$ cat src/rtl/alu_pkg.sv
// ---------------------------------------------------------------------------
// alu_pkg
//   Shared definitions for the ALU issue controller: the ALU datapath width,
//   the opcode encodings understood by the gate-level ALU decoder and the
//   issue FSM state type.
// ---------------------------------------------------------------------------
package alu_pkg;

    localparam int ALU_W = 32;

    localparam logic [2:0] OP_AND = 3'd0;
    localparam logic [2:0] OP_OR  = 3'd1;
    localparam logic [2:0] OP_XOR = 3'd2;
    localparam logic [2:0] OP_NOT = 3'd3;
    localparam logic [2:0] OP_ADD = 3'd4;
    localparam logic [2:0] OP_SRL = 3'd5;
    localparam logic [2:0] OP_SLL = 3'd6;
    localparam logic [2:0] OP_RSV = 3'd7;

    typedef enum logic [1:0] {
        ST_IDLE,
        ST_LO,
        ST_HI,
        ST_RSP
    } state_t;

endpackage

$ cat src/rtl/alu_settle_cnt.sv
// ---------------------------------------------------------------------------
// alu_settle_cnt
//   4-bit loadable down-counter that measures how long the ALU inputs have
//   been held stable. It counts down to zero and stays there.
//
// Ports:
//   clk       clock
//   rst       synchronous reset, active-high (counter -> 0)
//   load      load load_val this cycle (has priority over counting)
//   load_val  value to load
//   zero      counter currently equals zero
// ---------------------------------------------------------------------------
module alu_settle_cnt (
    input  logic       clk,
    input  logic       rst,
    input  logic       load,
    input  logic [3:0] load_val,
    output logic       zero
);

    logic [3:0] cnt;

    // NOTE: sequential state is updated with non-blocking assignments so every
    // register samples its inputs from the same pre-edge values.
    always_ff @(posedge clk) begin
        if (rst) begin
            cnt <= 4'd0;
        end else if (load) begin
            cnt <= load_val;
        end else if (cnt != 4'd0) begin
            cnt <= cnt - 4'd1;
        end
    end

    assign zero = (cnt == 4'd0);

endmodule

$ cat src/rtl/alu_issue_ctrl.sv
// ---------------------------------------------------------------------------
// alu_issue_ctrl
//   Command front-end for the 32-bit gate-level ALU. A command is accepted
//   over a valid/ready handshake, the ALU inputs are registered and held for
//   SETTLE_CYCLES cycles, then the ALU result is sampled. Wide (64-bit)
//   commands run a second pass on the upper halves, chaining the carry for
//   ADD. The result is returned over a valid/ready response channel.
//
// Parameters:
//   SETTLE_CYCLES  cycles the ALU inputs are held before sampling (1..15)
//   OP_W           opcode width (fixed at 3, matches the ALU decoder)
//
// Ports:
//   clk, rst                    clock, synchronous active-high reset
//   cmd_valid/cmd_ready         command handshake
//   cmd_op, cmd_wide            opcode, 64-bit request
//   cmd_a, cmd_b, cmd_ci        operands and carry-in
//   rsp_valid/rsp_ready         response handshake
//   rsp_data, rsp_co, rsp_err   result, final carry (ADD only), illegal wide
//   alu_in1, alu_in2, alu_ci,
//   alu_a                       registered drive to the ALU
//   alu_out, alu_co             ALU FinalOut and CO
//
// Optional build macro ALU_ISSUE_CNT_EN adds:
//   op_count[31:0]   response handshakes, wrapping
//   err_count[15:0]  response handshakes with rsp_err set, saturating
// ---------------------------------------------------------------------------
module alu_issue_ctrl
    import alu_pkg::*;
#(
    parameter int SETTLE_CYCLES = 1,
    parameter int OP_W          = 3
) (
    input  logic                 clk,
    input  logic                 rst,
    input  logic                 cmd_valid,
    output logic                 cmd_ready,
    input  logic [OP_W-1:0]      cmd_op,
    input  logic                 cmd_wide,
    input  logic [2*ALU_W-1:0]   cmd_a,
    input  logic [2*ALU_W-1:0]   cmd_b,
    input  logic                 cmd_ci,
    output logic                 rsp_valid,
    input  logic                 rsp_ready,
    output logic [2*ALU_W-1:0]   rsp_data,
    output logic                 rsp_co,
    output logic                 rsp_err,
    output logic [ALU_W-1:0]     alu_in1,
    output logic [ALU_W-1:0]     alu_in2,
    output logic                 alu_ci,
    output logic [OP_W-1:0]      alu_a,
    input  logic [ALU_W-1:0]     alu_out,
    input  logic                 alu_co
`ifdef ALU_ISSUE_CNT_EN
    ,
    output logic [31:0]          op_count,
    output logic [15:0]          err_count
`endif
);

    localparam logic [3:0] SETTLE_LOAD = 4'(SETTLE_CYCLES - 1);

    state_t            state, state_nxt;
    logic              cnt_zero;
    logic              cnt_load;
    logic              rsp_fire;
    logic              is_add;

    // Latched command fields needed after the handshake.
    logic [OP_W-1:0]   op_q;
    logic              wide_q;   // wide request that really runs two passes
    logic              err_q;    // wide request for an op that cannot span 64 bits
    logic [ALU_W-1:0]  a_hi_q;
    logic [ALU_W-1:0]  b_hi_q;

    assign cmd_ready = (state == ST_IDLE);
    assign rsp_valid = (state == ST_RSP);
    assign rsp_fire  = rsp_valid && rsp_ready;
    assign is_add    = (op_q == OP_ADD);

    // Reload on accept and again when the low pass of a wide op hands over
    // to the high pass.
    assign cnt_load  = (cmd_ready && cmd_valid) ||
                       ((state == ST_LO) && cnt_zero && wide_q);

    alu_settle_cnt u_settle_cnt (
        .clk      (clk),
        .rst      (rst),
        .load     (cnt_load),
        .load_val (SETTLE_LOAD),
        .zero     (cnt_zero)
    );

    always_ff @(posedge clk) begin
        if (rst) begin
            state <= ST_IDLE;
        end else begin
            state <= state_nxt;
        end
    end

    // NOTE: state_nxt gets a default before the case so that every path
    // assigns it and no latch is inferred.
    always_comb begin
        state_nxt = state;
        case (state)
            ST_IDLE: if (cmd_valid) state_nxt = ST_LO;
            ST_LO:   if (cnt_zero)  state_nxt = wide_q ? ST_HI : ST_RSP;
            ST_HI:   if (cnt_zero)  state_nxt = ST_RSP;
            ST_RSP:  if (rsp_ready) state_nxt = ST_IDLE;
            default:                state_nxt = ST_IDLE;
        endcase
    end

    always_ff @(posedge clk) begin
        if (rst) begin
            alu_in1  <= '0;
            alu_in2  <= '0;
            alu_ci   <= 1'b0;
            alu_a    <= '0;
            rsp_data <= '0;
            rsp_co   <= 1'b0;
            rsp_err  <= 1'b0;
            op_q     <= '0;
            wide_q   <= 1'b0;
            err_q    <= 1'b0;
            a_hi_q   <= '0;
            b_hi_q   <= '0;
        end else begin
            case (state)
                ST_IDLE: begin
                    if (cmd_valid) begin
                        alu_in1 <= cmd_a[ALU_W-1:0];
                        alu_in2 <= cmd_b[ALU_W-1:0];
                        alu_a   <= cmd_op;
                        alu_ci  <= (cmd_op == OP_ADD) ? cmd_ci : 1'b0;
                        op_q    <= cmd_op;
                        wide_q  <= cmd_wide && (cmd_op < OP_SRL);
                        err_q   <= cmd_wide && (cmd_op >= OP_SRL);
                        a_hi_q  <= cmd_a[2*ALU_W-1:ALU_W];
                        b_hi_q  <= cmd_b[2*ALU_W-1:ALU_W];
                    end
                end
                ST_LO: begin
                    if (cnt_zero) begin
                        rsp_data <= {{ALU_W{1'b0}}, alu_out};
                        rsp_co   <= is_add && alu_co;
                        rsp_err  <= err_q;
                        if (wide_q) begin
                            // High pass: same opcode, carry chained for ADD.
                            alu_in1 <= a_hi_q;
                            alu_in2 <= b_hi_q;
                            alu_ci  <= is_add && alu_co;
                        end else begin
                            alu_in1 <= '0;
                            alu_in2 <= '0;
                            alu_ci  <= 1'b0;
                            alu_a   <= '0;
                        end
                    end
                end
                ST_HI: begin
                    if (cnt_zero) begin
                        rsp_data[2*ALU_W-1:ALU_W] <= alu_out;
                        rsp_co  <= is_add && alu_co;
                        alu_in1 <= '0;
                        alu_in2 <= '0;
                        alu_ci  <= 1'b0;
                        alu_a   <= '0;
                    end
                end
                default: ;
            endcase
        end
    end

`ifdef ALU_ISSUE_CNT_EN
    always_ff @(posedge clk) begin
        if (rst) begin
            op_count  <= 32'd0;
            err_count <= 16'd0;
        end else if (rsp_fire) begin
            op_count <= op_count + 32'd1;
            if (rsp_err && (err_count != 16'hFFFF)) begin
                err_count <= err_count + 16'd1;
            end
        end
    end
`endif

endmodule

$ cat config.mk
export PLATFORM = sky130hd
export DESIGN_NAME = alu_issue_ctrl
export DESIGN_NICKNAME = d
export VERILOG_FILES = /design/src/rtl/alu_pkg.sv /design/src/rtl/alu_settle_cnt.sv /design/src/rtl/alu_issue_ctrl.sv
export SDC_FILE = /design/constraint.sdc
export NUM_CORES = 1
export LEC_CHECK = 0
export ABC_AREA = 1
export BUFFER_PORTS_ARGS = -buffer_cell sky130_fd_sc_hd__buf_2
export CORE_MARGIN = 10
export CORE_UTILIZATION = 50
export DETAILED_ROUTE_END_ITERATION = 7
export GPL_TIMING_DRIVEN = 0
export PLACE_DENSITY_LB_ADDON = 0.3
export SYNTH_ARGS = -nofsm -noshare
export SYNTH_HDL_FRONTEND = slang
export SYNTH_SLANG_ARGS = --single-unit
$ cat constraint.sdc
create_clock -name clk -period 2.1 [get_ports clk]
set_input_delay 0.315 -clock clk [delete_from_list [all_inputs] [get_ports clk]]
set_output_delay 0.315 -clock clk [all_outputs]
set_load 0.05 [all_outputs]
==> results of run 1 <==
==> cell families after synthesis <==
kind of cell             count (synthesis)
AO/OA/AOI/OAI                          162
XOR/XNOR                                 1
adder cells (fa/ha/maj)                  8
AND/OR/NAND/NOR                        740
flip-flops                             209
buffers and inverters                  179
==> power by group through the flow <==
stage | clock network [W] | registers [W] | logic (W)
3_3_place_gp | 0 | 0.00586 | 0.00938
6_report | 0.00424 | 0.00585 | 0.00956
2_1_floorplan | 0 | 0.00868 | 0.00432
3_5_place_dp | 0 | 0.00591 | 0.00951
5_1_grt | 0.00446 | 0.00598 | 0.0105
4_1_cts | 0.00432 | 0.00584 | 0.00956
==> state kept, by name (all words and copies together) (netlist names), 2 cells and up <==
signal	flops
a_hi_q	32
alu_a	3
alu_in1	32
alu_in2	32
b_hi_q	32
op_q	3
rsp_data	64
state	2
u_settle_cnt.cnt	4
==> through the flow <==
step                      total power [W]  TNS, ns
after floorplan                    0.0130        0
after global placement             0.0152   -0.379
after detailed placement           0.0154    -1.06
after CTS                          0.0197        0
after global routing               0.0209        0
final                              0.0196        0
==> critical path, cell delays in order, from the launching register on <==
cell	delay (ns)
dfxtp_2	0.39
inv_1	0.12
ha_2	0.40
nand3_4	0.16
inv_2	0.11
buf_4	0.21
buf_6	0.17
nand2_1	0.06
nand2_1	0.05
nor2_1	0.04
nor2_1	0.13
==> how the worst max path moves through the flow <==
stage / startpoint / endpoint / slack [ns]
final: state[0] / alu_in1[5] / 0.19
after detailed placement: state[0] / a_hi_q[26] / -0.09
after global placement: state[0] / a_hi_q[30] / -0.05
after CTS: state[0] / alu_in1[28] / 0.009
after global routing: state[0] / alu_in2[27] / 0.03
after floorplan: state[0] / a_hi_q[21] / 0.21
==> layer usage <==
layer | wire length [um] | part of all wire | up-vias
li1 | - | - | 4641
met1 | 11300 | 0.40 | 3994
met2 | 13500 | 0.48 | 309
met3 | 2590 | 0.092 | 64
met4 | 753 | 0.027 | 10
met5 | 66 | 0.0023 | -
==> final cells by class <==
| cell class | count | share of cell area |
|---|---|---|
| tap | 225 | 0.0247 |
| buffer | 80 | 0.0360 |
| multi-input combinational | 911 | 0.335 |
| sequential | 209 | 0.368 |
| antenna | 6 | 0.00132 |
| timing repair buffer | 304 | 0.134 |
| clock buffer | 30 | 0.0528 |
| clock inverter | 11 | 0.0165 |
| inverter | 99 | 0.0326 |
==> cells in the final DEF, fill, tap and decap left out, drive strengths merged <==
cell      count
nand2       437
buf         344
nor2        253
dfxtp       209
inv          99
a21oi        83
o21ai        77
clkbuf       70
nand3        41
ha            8
diode         6
bufinv        5
nand4         4
or2           4
clkinvlp      3
clkinv        3
nor3          1
o22ai         1
o31ai         1
xor2          1
==> timing repair <==
| action | CTS | global route |
|---|---|---|
| setup endpoints to repair | 31 | 90 |
| hold buffers | 0 | 0 |
| gates resized for setup | 3 | 9 |
==> impl_metrics.env, run 1 <==
export IMPL_netlist_top_cells_count="434 x nand2_1, 251 x nor2_1, 209 x dfxtp_1, 95 x inv_1, 83 x a21oi_1"
export IMPL_synthMuxAreaShare=0
export IMPL_p_comb_frac=0.486
export IMPL_drt_iter0_drc=439
export IMPL_tritoncts="done"
export IMPL_dieArea_um2=23200
export IMPL_dpl_cell_count=1828
export IMPL_fmaxAchievable_ghz=0.523
export IMPL_power_switching_w=0.00927
export IMPL_yosysTopAreaCell="dfxtp_1"
export IMPL_yosysWarnings=0
export IMPL_min_delay_start="cmd_a[49]"
export IMPL_avgSynthCellArea_um2=6.75
export IMPL_yosys_area_share_simple=0.329
export IMPL_grt_use_met1=0.259
export IMPL_fillCellCount=1586
export IMPL_seqPwrFrac=0.298
export IMPL_cts_reportedPaths_clkPinSlew_ns=0.06
export IMPL_area_growth_syn_to_layout_pct=29.9
export IMPL_synth_most_common_cell="nand2_1"
export IMPL_grt_use_total=0.226
export IMPL_required_ns=2.52
export IMPL_rsz0062_at_grt="false"
export IMPL_grt_busiest_layer="met2"
export IMPL_num_vias=9018
export IMPL_wl_per_cell_um=15.1
export IMPL_pin_count=306
export IMPL_die_h_um=152
export IMPL_worstSetupEndpointType="flip-flop"
export IMPL_hpwl_mm=21.7
export IMPL_ff_latch_area_um2=4190
export IMPL_fin_nets=1806
export IMPL_syn_num_nets=1477
export IMPL_die_w_um=152
export IMPL_power_internal_w=0.0104
export IMPL_overflow=0
export IMPL_synth_seq_cells=209
export IMPL_period_minus_slack_ns=1.91
export IMPL_vias_per_cell=4.81
export IMPL_rrSetupSlack_ns=0.19
export IMPL_clk_latency_ns=0.50
export IMPL_synth_edff_count=0
export IMPL_p_leak_nw=5.79
export IMPL_routed_wirelength_mm=28.2
export IMPL_grt_pass1_wl_mm=44.3
export IMPL_synth_fa_ha_area_frac=0.0114
export IMPL_final_max_slew_viol_count=0
export IMPL_finClkSkew_ns=0.00712
export IMPL_tightest_slew_ns=0.542
export IMPL_rows=48
export IMPL_clock_sinks=209
export IMPL_crit_type="reg2reg"
export IMPL_holdPathStages=3
export IMPL_hold_slack_ns=0.0641
export IMPL_pwr_share_clk=0.216
export IMPL_hold_path_endpoint="a_hi_q[17]"
export IMPL_fin_crit_sh=0.911
export IMPL_timing_rr_end="alu_in1[5]"
export IMPL_synthArstFlopShare=0
export IMPL_synth_top_family_by_area="simple AND/OR/NAND/NOR gates"
export IMPL_grt_max_degree=14
export IMPL_drv_cap=0
export IMPL_grt_met2_usage=0.388
export IMPL_design_area_um2=11400
export IMPL_utilization=0.661
export IMPL_startpoint_type="flip-flop"
export IMPL_firstDrtPassIters=5
export IMPL_antenna_found_initial=11
export IMPL_p_per_area_nw_per_um2=1720
export IMPL_hp_class="in2reg"
export IMPL_ant_nets=0
export IMPL_ys_flop_type="dfxtp_1"
export IMPL_p_sw_frac=0.472
export IMPL_hold_violations=0
export IMPL_multi_input_area_um2=3810
export IMPL_crit_fanout=10
export IMPL_cts_buffers=23
export IMPL_gp_congestion=0.870
export IMPL_start_util=0.509
export IMPL_cts_root_buf="clkbuf_16"
export IMPL_core_um2=17200
export IMPL_synth_xor_area_frac=0.000999
export IMPL_setup_slack_ns=0.186
export IMPL_final_instance_count_excl_fill=1875
export IMPL_post_dp_cell_area_um2=10600
export IMPL_synth_top_area_frac=0.477
export IMPL_syn_area_um2=8770
export IMPL_maxSlewHeadroom=0.639
export IMPL_syn_inst=1299
export IMPL_crit_arrival_ns=2.34
export IMPL_dp_slack_ns=-0.0944
export IMPL_grtUsageMet3=0.0799
export IMPL_setup_viol=0
export IMPL_drive_gt1_frac=0.243
export IMPL_drc=0
export IMPL_rr_worst_depth=10
export IMPL_synthDistinctLibCells=25
export IMPL_ys_seq_area_frac=0.477
export IMPL_cts_setup_buffers=0
export IMPL_htree_levels=1
export IMPL_portBuffers=304
export IMPL_clockBufferDepth=3
export IMPL_synth_area_leaders="dfxtp_1 48%, nand2_1 19%, nor2_1 11%, a21oi_1 4.7%, o21ai_0 4.4%"
export IMPL_grt_pass1_vias=8705
export IMPL_synth_compound_area_frac=0.0929
export IMPL_status="complete, no violations"
export IMPL_r2r_start="state[0]"
export IMPL_irDropWorstVdd_mv=0.977
Note: power is estimated with default switching activity, not from simulation.
==> run 2: changes to the inputs <==
--- a/config.mk
+++ b/config.mk
@@ -7,8 +7,10 @@
 export LEC_CHECK = 0
 export ABC_AREA = 1
 export BUFFER_PORTS_ARGS = -buffer_cell sky130_fd_sc_hd__buf_2
+export CELL_PAD_IN_SITES_DETAIL_PLACEMENT = 0
+export CELL_PAD_IN_SITES_GLOBAL_PLACEMENT = 1
 export CORE_MARGIN = 10
-export CORE_UTILIZATION = 50
+export CORE_UTILIZATION = 34
 export DETAILED_ROUTE_END_ITERATION = 7
 export GPL_TIMING_DRIVEN = 0
 export PLACE_DENSITY_LB_ADDON = 0.3
==> run 2 against run 1 <==
Effect of this change:
- via count fell by 2.4%
- final cell count grew 5.5%
- critical endpoint is now alu_in2[21]
- global-route usage decreased by 5.0 points
- first-iteration DRC count down 9.6%
- sequential power is 0.9% lower
- clock power down 4%
- clock skew grew 0.0026 ns
- wire length is 6.7% higher
- core utilization shrank 21 points
- worst hold slack got worse by 0.0098 ns
- sequential cell count is the same
- register-to-register slack worse by 0.02 ns
==> impl_metrics.env, run 2 (synthesis results as in run 1) <==
export IMPL_status="complete, no violations"
export IMPL_fmaxAchievable_ghz=0.517
export IMPL_final_max_slew_viol_count=0
export IMPL_p_per_area_nw_per_um2=1690
export IMPL_num_vias=8806
export IMPL_drive_gt1_frac=0.244
export IMPL_crit_type="reg2reg"
export IMPL_grt_pass1_wl_mm=47.3
export IMPL_die_h_um=181
export IMPL_startpoint_type="flip-flop"
export IMPL_finClkSkew_ns=0.00973
export IMPL_top_register="rsp_data"
export IMPL_portBuffers=304
export IMPL_fin_tns_setup_ns=0
export IMPL_crit_fanout=10
export IMPL_overflow=0
export IMPL_drc=0
export IMPL_tritoncts="done"
export IMPL_dieArea_um2=32600
export IMPL_fin_nets=1807
export IMPL_grt_pass1_vias=8506
export IMPL_worstSetupEndpointType="flip-flop"
export IMPL_clock_sinks=209
export IMPL_vias_per_cell=4.45
export IMPL_fin_crit_sh=0.922
export IMPL_antenna_found_initial=12
export IMPL_utilization=0.456
export IMPL_wl_per_cell_um=15.2
export IMPL_required_ns=2.50
export IMPL_area_growth_syn_to_layout_pct=31.2
export IMPL_rows=58
export IMPL_tightest_slew_ns=0.618
export IMPL_period_minus_slack_ns=1.94
export IMPL_setup_viol=0
export IMPL_htree_levels=1
export IMPL_ant_nets=0
export IMPL_crit_arrival_ns=2.34
export IMPL_final_common_cell="nand2_1"
export IMPL_maxSlewHeadroom=0.588
export IMPL_hold_violations=0
export IMPL_start_util=0.347
export IMPL_rrSetupSlack_ns=0.16
export IMPL_pin_count=306
export IMPL_design_area_um2=11500
export IMPL_post_dp_cell_area_um2=10700
export IMPL_clockBufferDepth=3
export IMPL_grt_max_degree=12
export IMPL_cts_root_buf="clkbuf_16"
export IMPL_rsz0062_at_grt="true"
export IMPL_gp_congestion=0.798
export IMPL_die_w_um=181
export IMPL_clk_latency_ns=0.51
export IMPL_drv_cap=0
export IMPL_irDropWorstVdd_mv=0.884
export IMPL_largest_reg_flops=64
export IMPL_p_leak_nw=5.81
export IMPL_cts_buffers=24
export IMPL_routed_wirelength_mm=30.1
export IMPL_final_cell_mix="433 x nand2_1, 331 x buf_2, 251 x nor2_1"
export IMPL_hp_class="in2reg"
export IMPL_firstDrtPassIters=4
export IMPL_core_um2=25300
export IMPL_cts_setup_buffers=0
export IMPL_drt_iter0_drc=397
export IMPL_hpwl_mm=23.1
export IMPL_grt_use_total=0.176
export IMPL_report_power_total_w=0.0195
export IMPL_cts_reportedPaths_clkPinSlew_ns=0.06
[run 2: cell count changes in the layout (fill, tap and decap cells not counted), moves of 2 or more]
cell,previous run,this run
bufinv_16,5,0
clkbuf_2,5,8
clkbuf_16,23,25
clkinv_2,3,0
clkinvlp_4,3,0
clkbuf_4,0,2
buf_2,333,331
clkbuf_8,0,9
clkbuf_1,42,35
[run 2: metal layers]
layer  vias up  GRT usage  share of wire
li1       4653          -              -
met1      3877      0.216           0.44
met2       231      0.292           0.47
met3        37     0.0622          0.084
met4         8     0.0302          0.012
met5         -          0         0.0018
[run 2: metrics by stage]
step | setup WS [ns] | hold WS (ns) | std cells
floorplan | 0.214 | 0.425 | 1299
global placement | -0.146 | 0.434 | 1933
detailed placement | -0.191 | 0.440 | 1933
CTS | 0.0175 | 0.0334 | 1971
global route | -0.00763 | 0.0558 | 1973
finish | 0.165 | 0.0543 | 1978
[run 2: layout make-up]
cell class / count / area (um^2)
Sequential cell: 209 / 4190
Fill cell: 2785 / 13700
Timing Repair Buffer: 304 / 1520
Inverter: 99 / 372
Clock buffer: 38 / 764
Antenna cell: 7 / 17.5
Tap cell: 330 / 413
Multi-Input combinational cell: 911 / 3810
Buffer: 80 / 419
[run 2: worst max-delay path, cell delays in order, from the launching register on]
cell     delay [ns]
dfxtp_1        0.42
inv_1          0.13
ha_1           0.21
or2_1          0.26
nand2_4        0.13
nand2_2        0.09
buf_6          0.17
buf_2          0.20
nor2_1         0.15
nor2_1         0.06
[run 2: worst paths after layout]
| kind | from | end | cells after the start |
|---|---|---|---|
| hold / removal | cmd_a[53] | a_hi_q[21] | 3 |
| setup / recovery | state[1] | alu_in2[21] | 9 |
| hold reg to reg | a_hi_q[26] | a_hi_q[26] | 2 |
| setup reg to reg | state[1] | alu_in2[21] | 9 |
[run 2: timing repair]
item / 4_1_cts / 5_1_grt
resized for setup: 4 / 14
setup endpoints to repair: 40 / 132
hold buffers: 0 / 0
[run 2: power breakdown]
group / internal (W) / switching [W] / total, W
clock: 0.00246 / 0.00160 / 0.00405
combinational: 0.00254 / 0.00707 / 0.00960
sequential: 0.00521 / 0.000588 / 0.00580
==> run 3: changes to the inputs <==
--- a/config.mk
+++ b/config.mk
@@ -16,4 +16,5 @@
 export PLACE_DENSITY_LB_ADDON = 0.3
 export SYNTH_ARGS = -nofsm -noshare
 export SYNTH_HDL_FRONTEND = slang
+export SYNTH_HIERARCHICAL = 1
 export SYNTH_SLANG_ARGS = --single-unit
==> run 3 against run 2 <==
Effect of this change:
- clock skew is essentially flat
- register-to-register slack lost 0.02 ns
- clock power grew 2%
- worst hold slack lost 0.013 ns
- combinational power grew 11%
- wire length grew 7.4%
- critical path depth is the same
- non-clock buffer count grew 4
- clock-buffer cell count grew 3
- worst setup slack lost 0.018 ns
- sequential power is essentially flat
==> impl_metrics.env, run 3 <==
export IMPL_worstPathCellList="inv_1 -> ha_1 -> nand2_4 -> buf_4 -> o21ai_4 -> inv_2 -> or2_0 -> nand3_1 -> nor2_1"
export IMPL_final_max_slew_viol_count=0
export IMPL_crit_arrival_ns=2.37
export IMPL_num_vias=9125
export IMPL_drive_gt1_frac=0.235
export IMPL_hold_violations=0
export IMPL_design_area_um2=11800
export IMPL_drt_iter0_drc=395
export IMPL_cpLargestDelayFamily="simple AND/OR/NAND/NOR gates"
export IMPL_hpwl_mm=24.7
export IMPL_grt_max_degree=13
export IMPL_synthArstFlopShare=0
export IMPL_crit_path_max_incr_delay_ns=0.37
export IMPL_synthMuxAreaShare=0
export IMPL_required_ns=2.52
export IMPL_routed_wirelength_mm=32.4
export IMPL_largest_reg_flops=64
export IMPL_fin_crit_sh=0.930
export IMPL_crit_type="reg2reg"
export IMPL_wl_met1_mm=13.8
export IMPL_vias_per_cell=4.44
export IMPL_dr_wl_met3_mm=2.91
export IMPL_fmaxAchievable_ghz=0.512
export IMPL_top_register="rsp_data"
export IMPL_synth_most_common_cell="nand2_1"
export IMPL_tightest_slew_ns=0.580
export IMPL_core_um2=26000
export IMPL_synth_compound_area_frac=0.0751
export IMPL_yosysTopAreaCell="dfxtp_1"
export IMPL_setup_viol=0
export IMPL_cts_buffers=26
export IMPL_period_minus_slack_ns=1.95
export IMPL_clk_latency_ns=0.52
export IMPL_cts_reportedPaths_clkPinSlew_ns=0.06
export IMPL_irDropWorstVdd_mv=0.955
export IMPL_grt_pass1_wl_mm=50.4
export IMPL_clock_sinks=209
export IMPL_post_dp_cell_area_um2=10900
export IMPL_syn_inst=1363
export IMPL_synth_fa_ha_area_frac=0.00979
export IMPL_die_h_um=182
export IMPL_route_met2_wl_mm=14.8
export IMPL_syn_area_um2=8940
export IMPL_path_buf_inv=3
export IMPL_synth_top_area_frac=0.468
export IMPL_status="complete, no violations"
export IMPL_antenna_found_initial=2
export IMPL_dieArea_um2=33200
export IMPL_finClkSkew_ns=0.00931
export IMPL_crit_fanout=10
export IMPL_grt_pass1_vias=9233
export IMPL_report_power_total_w=0.0206
export IMPL_maxSlewHeadroom=0.613
export IMPL_wl_per_cell_um=15.8
export IMPL_synthDistinctLibCells=22
export IMPL_grt_use_total=0.186
export IMPL_gp_congestion=0.837
export IMPL_yosysWarnings=6
export IMPL_p_leak_nw=6.09
export IMPL_ant_nets=0
export IMPL_n_antenna_cell=0
export IMPL_rows=59
export IMPL_cpMaxStageDelayCell="ha_1"
export IMPL_synth_seq_cells=209
export IMPL_area_growth_syn_to_layout_pct=31.9
export IMPL_final_common_cell="nand2_1"
export IMPL_final_cell_mix="429 x nand2_1, 373 x nor2_1, 328 x buf_2"
export IMPL_fin_nets=1877
export IMPL_p_per_area_nw_per_um2=1750
export IMPL_synth_edff_count=0
export IMPL_overflow=0
export IMPL_htree_levels=1
export IMPL_maxUsedRoutingLayer="met5"
export IMPL_pin_count=306
export IMPL_yosys_area_share_simple=0.359
export IMPL_die_w_um=182
export IMPL_ys_seq_area_frac=0.468
export IMPL_startpoint_type="flip-flop"
export IMPL_clockBufferDepth=3
export IMPL_cts_root_buf="clkbuf_16"
export IMPL_avgSynthCellArea_um2=6.56
export IMPL_netlist_top_cells_count="432 x nand2_1, 374 x nor2_1, 209 x dfxtp_1, 104 x o21ai_0, 89 x inv_1"
export IMPL_worstSetupEndpointType="flip-flop"
export IMPL_tritoncts="done"
export IMPL_drc=0
export IMPL_hp_class="in2reg"
export IMPL_start_util=0.344
export IMPL_synth_top_family_by_area="simple AND/OR/NAND/NOR gates"
export IMPL_synth_xor_area_frac=0
export IMPL_synth_area_leaders="dfxtp_1 47%, nand2_1 18%, nor2_1 16%, o21ai_0 5.8%, inv_1 3.7%"
export IMPL_portBuffers=305
export IMPL_drv_cap=0
export IMPL_ys_flop_type="dfxtp_1"
export IMPL_firstDrtPassIters=5
## run 3: logic make-up (layout without fill, tap and decap cells)
family	Yosys count	after routing
AOI/OAI and AO/OA	133	133
DFF	209	209
and+or+nand+nor	837	837
other	1	4
buffers and inverters	176	528
adders and majority gates	7	7
## run 3: what timing repair did
| item | CTS | global route |
|---|---|---|
| endpoints found under the setup margin | 87 | 97 |
| endpoints found under the hold margin | 2 | 0 |
| hold buffers | 1 | 0 |
| gates resized for setup | 14 | 14 |
| pin swaps | 0 | 1 |
| buffers inserted | 0 | 1 |
## run 3: power breakdown
part           total [W]  internal, W  switching (W)
Combinational     0.0107      0.00295        0.00773
Sequential       0.00583      0.00522       0.000610
Clock            0.00412      0.00245        0.00167
## run 3: layer usage
| layer | vias up | global-route usage |
|---|---|---|
| met1 | 3992 | 0.220 |
| met2 | 268 | 0.313 |
| met4 | 4 | 0.0514 |
| met3 | 50 | 0.0659 |
| met5 | - | 0 |
| li1 | 4811 | - |
## run 3: worst register-to-register path, delay by kind of cell, from the launching register on
family,cells,cell delay [ns]
AND/OR/NAND/NOR,4,0.45
adder cells (fa/ha/maj),1,0.37
buffers and inverters,3,0.44
AO/OA/AOI/OAI,1,0.22
flip-flops,1,0.35
## run 3: path summary, 6_finish.rpt
check             cells past startpoint  slack (ns)  startpoint                  end
hold / removal                        3        0.04   cmd_a[63]           a_hi_q[31]
setup reg to reg                      9        0.15    state[1]  u_settle_cnt/cnt[3]
setup / recovery                      9        0.15    state[1]  u_settle_cnt/cnt[3]
hold reg to reg                       2        0.45     op_q[0]              op_q[0]
## run 3: area by class of cell
cell class                 instances  area [um^2]
fill                            2863        14200
sequential                       209         4190
multi-input combinational        981         4050
timing repair buffer             307         1560
clock buffer                      41          758
buffer                            81          440
tap                              335          419
inverter                          94          353
clock inverter                     5         25.0
## run 3: through the flow
| stage | hold slack (ns) | worst slack, ns | util | TNS (ns) | cells |
|---|---|---|---|---|---|
| finish | 0.0418 | 0.147 | 0.454 | 0 | 2053 |
| global route | 0.0498 | -0.0123 | 0.454 | -0.0123 | 2053 |
| CTS | 0.0208 | 0.0115 | 0.452 | 0 | 2052 |
| detailed placement | 0.443 | -0.502 | 0.420 | -6.23 | 2006 |
| global placement | 0.439 | -0.519 | 0.420 | -4.59 | 2006 |
| floorplan | 0.384 | 0.110 | - | 0 | 1366 |
